## src/rtl/mole_game_pkg.sv

```systemverilog
// Shared types, constants and arithmetic helpers for the whack-a-mole game sequencer.
package mole_game_pkg;

   typedef enum logic [1:0] {
      ST_IDLE = 2'd0,
      ST_PLAY = 2'd1,
      ST_DONE = 2'd2
   } game_state_t;

   // Galois tap mask for x^16 + x^14 + x^13 + x^11 + 1 (right-shifting form)
   localparam logic [15:0] LFSR_TAPS = 16'hB400;

   localparam int          NUM_MOLES_DEF   = 4;
   localparam int          TICK_DIV_DEF    = 1000000;
   localparam int          MOLE_LIFE_DEF   = 150;
   localparam int          SPAWN_GAP_DEF   = 40;
   localparam int          ROUND_TICKS_DEF = 3000;
   localparam int          SCORE_W_DEF     = 8;
   localparam logic [15:0] LFSR_SEED_DEF   = 16'hACE1;

   // Number of set bits in a 4-bit hole vector
   function automatic logic [3:0] pop4(input logic [3:0] v);
      return {3'b000, v[0]} + {3'b000, v[1]} + {3'b000, v[2]} + {3'b000, v[3]};
   endfunction

   // Add a small signed delta to a counter, clamping to [0, max_val]
   function automatic logic [15:0] sat_step(input logic [15:0]        val,
                                            input logic signed [4:0] delta,
                                            input logic [15:0]        max_val);
      logic signed [17:0] sum_v;
      sum_v = $signed({2'b00, val}) + $signed({{13{delta[4]}}, delta});
      if (sum_v < 18'sd0) begin
         return 16'h0000;
      end else if (sum_v > $signed({2'b00, max_val})) begin
         return max_val;
      end else begin
         return sum_v[15:0];
      end
   endfunction

endpackage

```

## src/rtl/mole_game_ctrl_lfsr.sv

```systemverilog
// 16-bit Galois LFSR used as the random source for spawn hole selection.
module mole_lfsr
   import mole_game_pkg::*;
#(
   parameter logic [15:0] SEED = LFSR_SEED_DEF
) (
   input  logic        clk,
   input  logic        reset,
   input  logic        en,
   output logic [15:0] lfsr
);

   logic [15:0] lfsr_r;
   logic [15:0] lfsr_next_s;

   // Next state: shift right, fold the tap mask in when the outgoing bit is 1
   always_comb begin
      lfsr_next_s = {1'b0, lfsr_r[15:1]} ^ (lfsr_r[0] ? LFSR_TAPS : 16'h0000);
   end

   // State register, seeded on reset
   always_ff @(posedge clk or negedge reset) begin
      if (!reset) begin
         lfsr_r <= SEED;
      end else if (en) begin
         lfsr_r <= lfsr_next_s;
      end else begin
         lfsr_r <= lfsr_r;
      end
   end

   assign lfsr = lfsr_r;

endmodule

```

## src/rtl/mole_game_ctrl.sv

```systemverilog
// Whack-a-mole game sequencer: round timer, spawn scheduling, mole lifetimes and scoring.
module mole_game_ctrl
   import mole_game_pkg::*;
#(
   parameter int          NUM_MOLES   = NUM_MOLES_DEF,
   parameter int          TICK_DIV    = TICK_DIV_DEF,
   parameter int          MOLE_LIFE   = MOLE_LIFE_DEF,
   parameter int          SPAWN_GAP   = SPAWN_GAP_DEF,
   parameter int          ROUND_TICKS = ROUND_TICKS_DEF,
   parameter int          SCORE_W     = SCORE_W_DEF,
   parameter logic [15:0] LFSR_SEED   = LFSR_SEED_DEF
) (
   input  logic                 clk,
   input  logic                 reset,
   input  logic                 start,
   input  logic [NUM_MOLES-1:0] hit,
   output logic [NUM_MOLES-1:0] mole,
   output logic [SCORE_W-1:0]   score,
   output logic [SCORE_W-1:0]   misses,
   output logic [11:0]          time_left,
   output logic [1:0]           game_state,
   output logic                 game_over
);

   localparam int DIV_W  = (TICK_DIV > 1) ? $clog2(TICK_DIV) : 1;
   localparam int LIFE_W = $clog2(MOLE_LIFE + 1);
   localparam int GAP_W  = $clog2(SPAWN_GAP + 1);
   localparam logic [SCORE_W-1:0] SCORE_MAX = {SCORE_W{1'b1}};

   game_state_t        state_r;
   logic [DIV_W-1:0]   div_r;
   logic               start_d_r;
   logic [3:0]         hit_d_r;
   logic [3:0]         mole_r;
   logic [SCORE_W-1:0] score_r;
   logic [SCORE_W-1:0] misses_r;
   logic [11:0]        time_left_r;
   logic               game_over_r;
   logic [GAP_W-1:0]   spawn_cnt_r;
   logic [LIFE_W-1:0]  life_r [4];

   logic               tick_s;
   logic               start_rise_s;
   logic [3:0]         hit_rise_s;
   logic [15:0]        lfsr_s;
   logic               lfsr_unused_s;
   logic [3:0]         good_s;
   logic [3:0]         bad_s;
   logic [3:0]         expire_s;
   logic [3:0]         spawn_mask_s;
   logic [3:0]         mole_next_s;
   logic               spawn_ev_s;
   logic               round_end_s;
   logic               found_s;
   logic [1:0]         probe_s;
   logic signed [4:0]  delta_s;
   logic [SCORE_W-1:0] score_next_s;
   logic [SCORE_W-1:0] misses_next_s;

   mole_lfsr #(.SEED(LFSR_SEED)) u_lfsr (
      .clk   (clk),
      .reset (reset),
      .en    (1'b1),
      .lfsr  (lfsr_s)
   );

   // Only the two low LFSR bits pick a hole
   assign lfsr_unused_s = ^lfsr_s[15:2];

   assign tick_s       = (div_r == DIV_W'(TICK_DIV - 1));
   assign start_rise_s = start & ~start_d_r;
   assign hit_rise_s   = hit & ~hit_d_r;

   // Per-cycle play decisions: hits, expiries, spawn target and score deltas
   always_comb begin
      good_s       = 4'b0000;
      bad_s        = 4'b0000;
      expire_s     = 4'b0000;
      spawn_mask_s = 4'b0000;
      spawn_ev_s   = 1'b0;
      round_end_s  = 1'b0;
      found_s      = 1'b0;
      probe_s      = 2'b00;
      if (state_r == ST_PLAY) begin
         good_s      = hit_rise_s & mole_r;
         bad_s       = hit_rise_s & ~mole_r;
         spawn_ev_s  = tick_s && (spawn_cnt_r == GAP_W'(SPAWN_GAP - 1));
         round_end_s = tick_s && (time_left_r == 12'd1);
         // A hit on an expiring hole takes priority, so expiry excludes good hits
         for (int k = 0; k < 4; k++) begin
            expire_s[k] = tick_s & mole_r[k] & ~good_s[k] & (life_r[k] == LIFE_W'(1));
         end
         // Only holes empty at cycle start are eligible, searched from the random index
         for (int k = 0; k < 4; k++) begin
            probe_s = lfsr_s[1:0] + 2'(k);
            if (spawn_ev_s && !found_s && !mole_r[probe_s]) begin
               spawn_mask_s[probe_s] = 1'b1;
               found_s               = 1'b1;
            end else begin
               found_s = found_s;
            end
         end
      end else begin
         spawn_ev_s = 1'b0;
      end
      mole_next_s   = (mole_r & ~good_s & ~expire_s) | spawn_mask_s;
      delta_s       = $signed({1'b0, pop4(good_s)}) - $signed({1'b0, pop4(bad_s)});
      score_next_s  = SCORE_W'(sat_step(16'(score_r), delta_s, 16'(SCORE_MAX)));
      misses_next_s = SCORE_W'(sat_step(16'(misses_r), $signed({1'b0, pop4(expire_s)}),
                                        16'(SCORE_MAX)));
   end

   // Game FSM with tick divider, edge history, round timer and mole bookkeeping
   always_ff @(posedge clk or negedge reset) begin
      if (!reset) begin
         state_r     <= ST_IDLE;
         div_r       <= '0;
         start_d_r   <= 1'b0;
         hit_d_r     <= 4'b0000;
         mole_r      <= 4'b0000;
         score_r     <= '0;
         misses_r    <= '0;
         time_left_r <= 12'd0;
         game_over_r <= 1'b0;
         spawn_cnt_r <= '0;
         for (int k = 0; k < 4; k++) begin
            life_r[k] <= '0;
         end
      end else begin
         start_d_r <= start;
         hit_d_r   <= hit;
         div_r     <= tick_s ? '0 : div_r + DIV_W'(1);
         case (state_r)
            ST_IDLE, ST_DONE: begin
               if (start_rise_s) begin
                  state_r     <= ST_PLAY;
                  time_left_r <= 12'(ROUND_TICKS);
                  score_r     <= '0;
                  misses_r    <= '0;
                  mole_r      <= 4'b0000;
                  spawn_cnt_r <= '0;
                  game_over_r <= 1'b0;
               end else begin
                  mole_r <= 4'b0000;
               end
            end
            ST_PLAY: begin
               score_r  <= score_next_s;
               misses_r <= misses_next_s;
               if (tick_s) begin
                  time_left_r <= (time_left_r != 12'd0) ? time_left_r - 12'd1 : 12'd0;
                  spawn_cnt_r <= spawn_ev_s ? '0 : spawn_cnt_r + GAP_W'(1);
                  for (int k = 0; k < 4; k++) begin
                     if (spawn_mask_s[k]) begin
                        life_r[k] <= LIFE_W'(MOLE_LIFE);
                     end else if (mole_r[k] && (life_r[k] != '0)) begin
                        life_r[k] <= life_r[k] - LIFE_W'(1);
                     end else begin
                        life_r[k] <= life_r[k];
                     end
                  end
               end else begin
                  spawn_cnt_r <= spawn_cnt_r;
               end
               if (round_end_s) begin
                  state_r     <= ST_DONE;
                  mole_r      <= 4'b0000;
                  game_over_r <= 1'b1;
               end else begin
                  mole_r <= mole_next_s;
               end
            end
            default: begin
               state_r     <= ST_IDLE;
               mole_r      <= 4'b0000;
               game_over_r <= 1'b0;
            end
         endcase
      end
   end

   assign mole       = mole_r;
   assign score      = score_r;
   assign misses     = misses_r;
   assign time_left  = time_left_r;
   assign game_state = state_r;
   assign game_over  = game_over_r;

endmodule

```

## config.mk

```make
export PLATFORM = sky130hd
export DESIGN_NAME = mole_game_ctrl
export DESIGN_NICKNAME = d
export VERILOG_FILES = /design/src/rtl/mole_game_pkg.sv /design/src/rtl/mole_game_ctrl_lfsr.sv /design/src/rtl/mole_game_ctrl.sv
export SDC_FILE = /design/constraint.sdc
export NUM_CORES = 1
export LEC_CHECK = 0
export ABC_AREA = 1
export BUFFER_PORTS_ARGS = -buffer_cell sky130_fd_sc_hd__buf_2
export CAP_MARGIN = 10
export CORE_ASPECT_RATIO = 0.9
export CORE_MARGIN = 4
export CORE_UTILIZATION = 62
export CTS_CLUSTER_SIZE = 16
export DETAILED_ROUTE_END_ITERATION = 10
export HOLD_SLACK_MARGIN = 0.06
export PLACE_DENSITY = 0.86
export REMOVE_ABC_BUFFERS = 1
export SYNTH_ARGS = -nofsm -noshare
export SYNTH_HDL_FRONTEND = slang
export SYNTH_HIERARCHICAL = 1
export SYNTH_SLANG_ARGS = --single-unit
export TNS_END_PERCENT = 10
```

## constraint.sdc

```tcl
create_clock -name clk -period 6.7 [get_ports clk]
set_input_delay 0.335 -clock clk [delete_from_list [all_inputs] [get_ports clk]]
set_output_delay 0.335 -clock clk [all_outputs]
set_load 0.1 [all_outputs]
```

==> metrics <==
hold violation count in the final report=0; Setup Skew=approximately 11 ps; largest net degree at the start of global routing=73; count of pins over their slew limit=0; clock tree root driver cell=clkbuf_16; power density over the cells=286 nW/um2; via density per instance=5.52; R2R Path Start=game_state[1]$_DFFE_PN0P_; worst skew pair latency=420 ps; Worst setup endpoint=score[1]$_DFFE_PN0P_; diodes inserted=0; Core Area=11600 um2; post-layout util=72.7%; H-tree levels=4; CP Launch Point=game_state[1]$_DFFE_PN0P_; Post-Syn Area=7410 um2; CTS max path bufs=2; Syn Inst Count=964; final setup violation count=0; Worst-Margin Slew=~940 ps; CTS-repair resized insts=0; chip width=123 um; postcts setup bufs=0; outcome=finished, final reports clean; hold buffers post-CTS=5; max cap viols=0; reg2reg setup slack=1260 ps; VDD IR max=around 0.00045 V; Overflow after GRT=0; # port buffers=41; critical path peak fanout=12; FF-to-FF path depth=20; Crit. End Element=flip-flop; Area Overhead vs Synth=13.6%; vias in the first global route=6339; Detailed Place HPWL=11400 um; Syn Area/Cell=about 7.7 um2; Worst Path Required=7040 ps; Initial Utilization=64.0%; Placer Congestion=0.911; Total Power=2.40 mW; Worst Setup Start Kind=flip-flop; Routed Antenna Nets=0; unrepaired setup endpoints after global routing=no; dpl ws=approximately 1500 ps; CP Class=flip-flop to flip-flop; commonest non-fill, non-tap cells in the layout=220 x nand2_1, 137 x inv_1, 105 x dfrtp_1; drc violations=0; Final #Nets=between 1000 and 1500; Worst R2R End=score[1]$_DFFE_PN0P_; P_leak=roughly 4.4 nW; Critical-path top delay cell=fa_1; CP max stage delay=550 ps; CTS tree=done; fmax=184 MHz; routed len/inst=around 14 um; total die area=13800 um2; most common cell after layout, fill and taps aside=nand2_1; Min Clock Period, post-route=5440 ps; Final WS setup=1260 ps; share of layout cells above drive strength 1=14.2%; row cnt=37; Die H=112 um; io pins=42; Iteration-0 DRC Markers=484; fill count=848; DR vias=approximately 6500; clock-pin transition on the worst setup and hold timing paths=60 ps; Arrival @ worst endpoint=5780 ps; GRT Overall Usage=26.4%; fin crit share=81.2%; cells along the critical path=nor2_2 -> inv_1 -> nor3_1 -> fa_1 -> fa_1 -> inv_1 -> fa_1 -> ha_1 -> fa_1 -> inv_1 -> ha_1 -> ha_1 -> inv_1 -> nor4_1 -> o21ai_0 -> nand3_1 -> xor2_1 -> and2_1 -> o21ai_0 -> o21ai_0; Pre-antenna DRT Iters=5; global-route wire length before repair=29300 um; hold slack=89.2 ps; Worst slew margin=a little under two fifths; Post-Route WL=17100 um; initial antenna violation count=0; Clock Sinks=113; HP Class=primary input to flip-flop; Synth Warn #=6; total CTS buffers=17
routing by layer:
layer  track usage, %  vias to the layer above  wire length (um)
met2             40.9                      229              7990
met5                0                        -                 0
met3             6.35                       51              1140
li1                 -                     3218                 -
met1             35.4                     3039              7380
met4             11.4                        0               549
per-stage QoR:
stage,instances,setup TNS (ps),cell area (um2)
final,1185,0,8410
after global routing,1185,0,8410
after CTS,1185,0,8410
after detailed placement,1148,0,7720
after global placement,1148,0,7720
after floorplan,949,-4710,7300
where the power goes:
| group | total [mW] | internal, mW | switching, mW | leakage [nW] |
|---|---|---|---|---|
| logic | 0.600 | 0.156 | 0.444 | 2.61 |
| registers | 0.800 | 0.750 | 0.0502 | 1.48 |
| clock network | 1.00 | 0.676 | 0.325 | 0.321 |
registers in the layout (all words and copies together), names as in the netlist, 4 cells and up:
signal,cells
score,8
misses,8
u_lfsr/lfsr,16
time_left,12
mole,4
div_r,20
hit_d_r,4
spawn_cnt_r,6
life_r,32
worst max-delay path: cells and delay by family, from the launching register on:
family	cells	cell delay (ps)
compound gates	3	380
xor+xnor	1	180
fa+ha+maj	7	2590
buf+inv	4	450
flops	1	410
simple gates	5	1340
how the worst min path moves through the flow:
stage	startpoint	endpoint	slack, ps	depth (start not counted)
after floorplan	reset	div_r[0]$_DFF_PN0_	40	0
after global placement	reset	div_r[7]$_DFF_PN0_	350	1
after detailed placement	reset	div_r[7]$_DFF_PN0_	350	1
after CTS	start	start_d_r$_DFF_PN0_	80	1
after global routing	start	start_d_r$_DFF_PN0_	90	1
final	start	start_d_r$_DFF_PN0_	90	1
area by class of cell:
type                    count  area, um2  share of cell area, %
multi-input cells         686       3890                   46.3
flip-flops and latches    113       2840                   33.7
inverters                 150        569                   6.77
clock buffers              21        460                   5.47
repair buffers             48        273                   3.24
well taps                 156        195                   2.32
clock inverters            11        184                   2.19
Power figures use the tool's default switching activity.
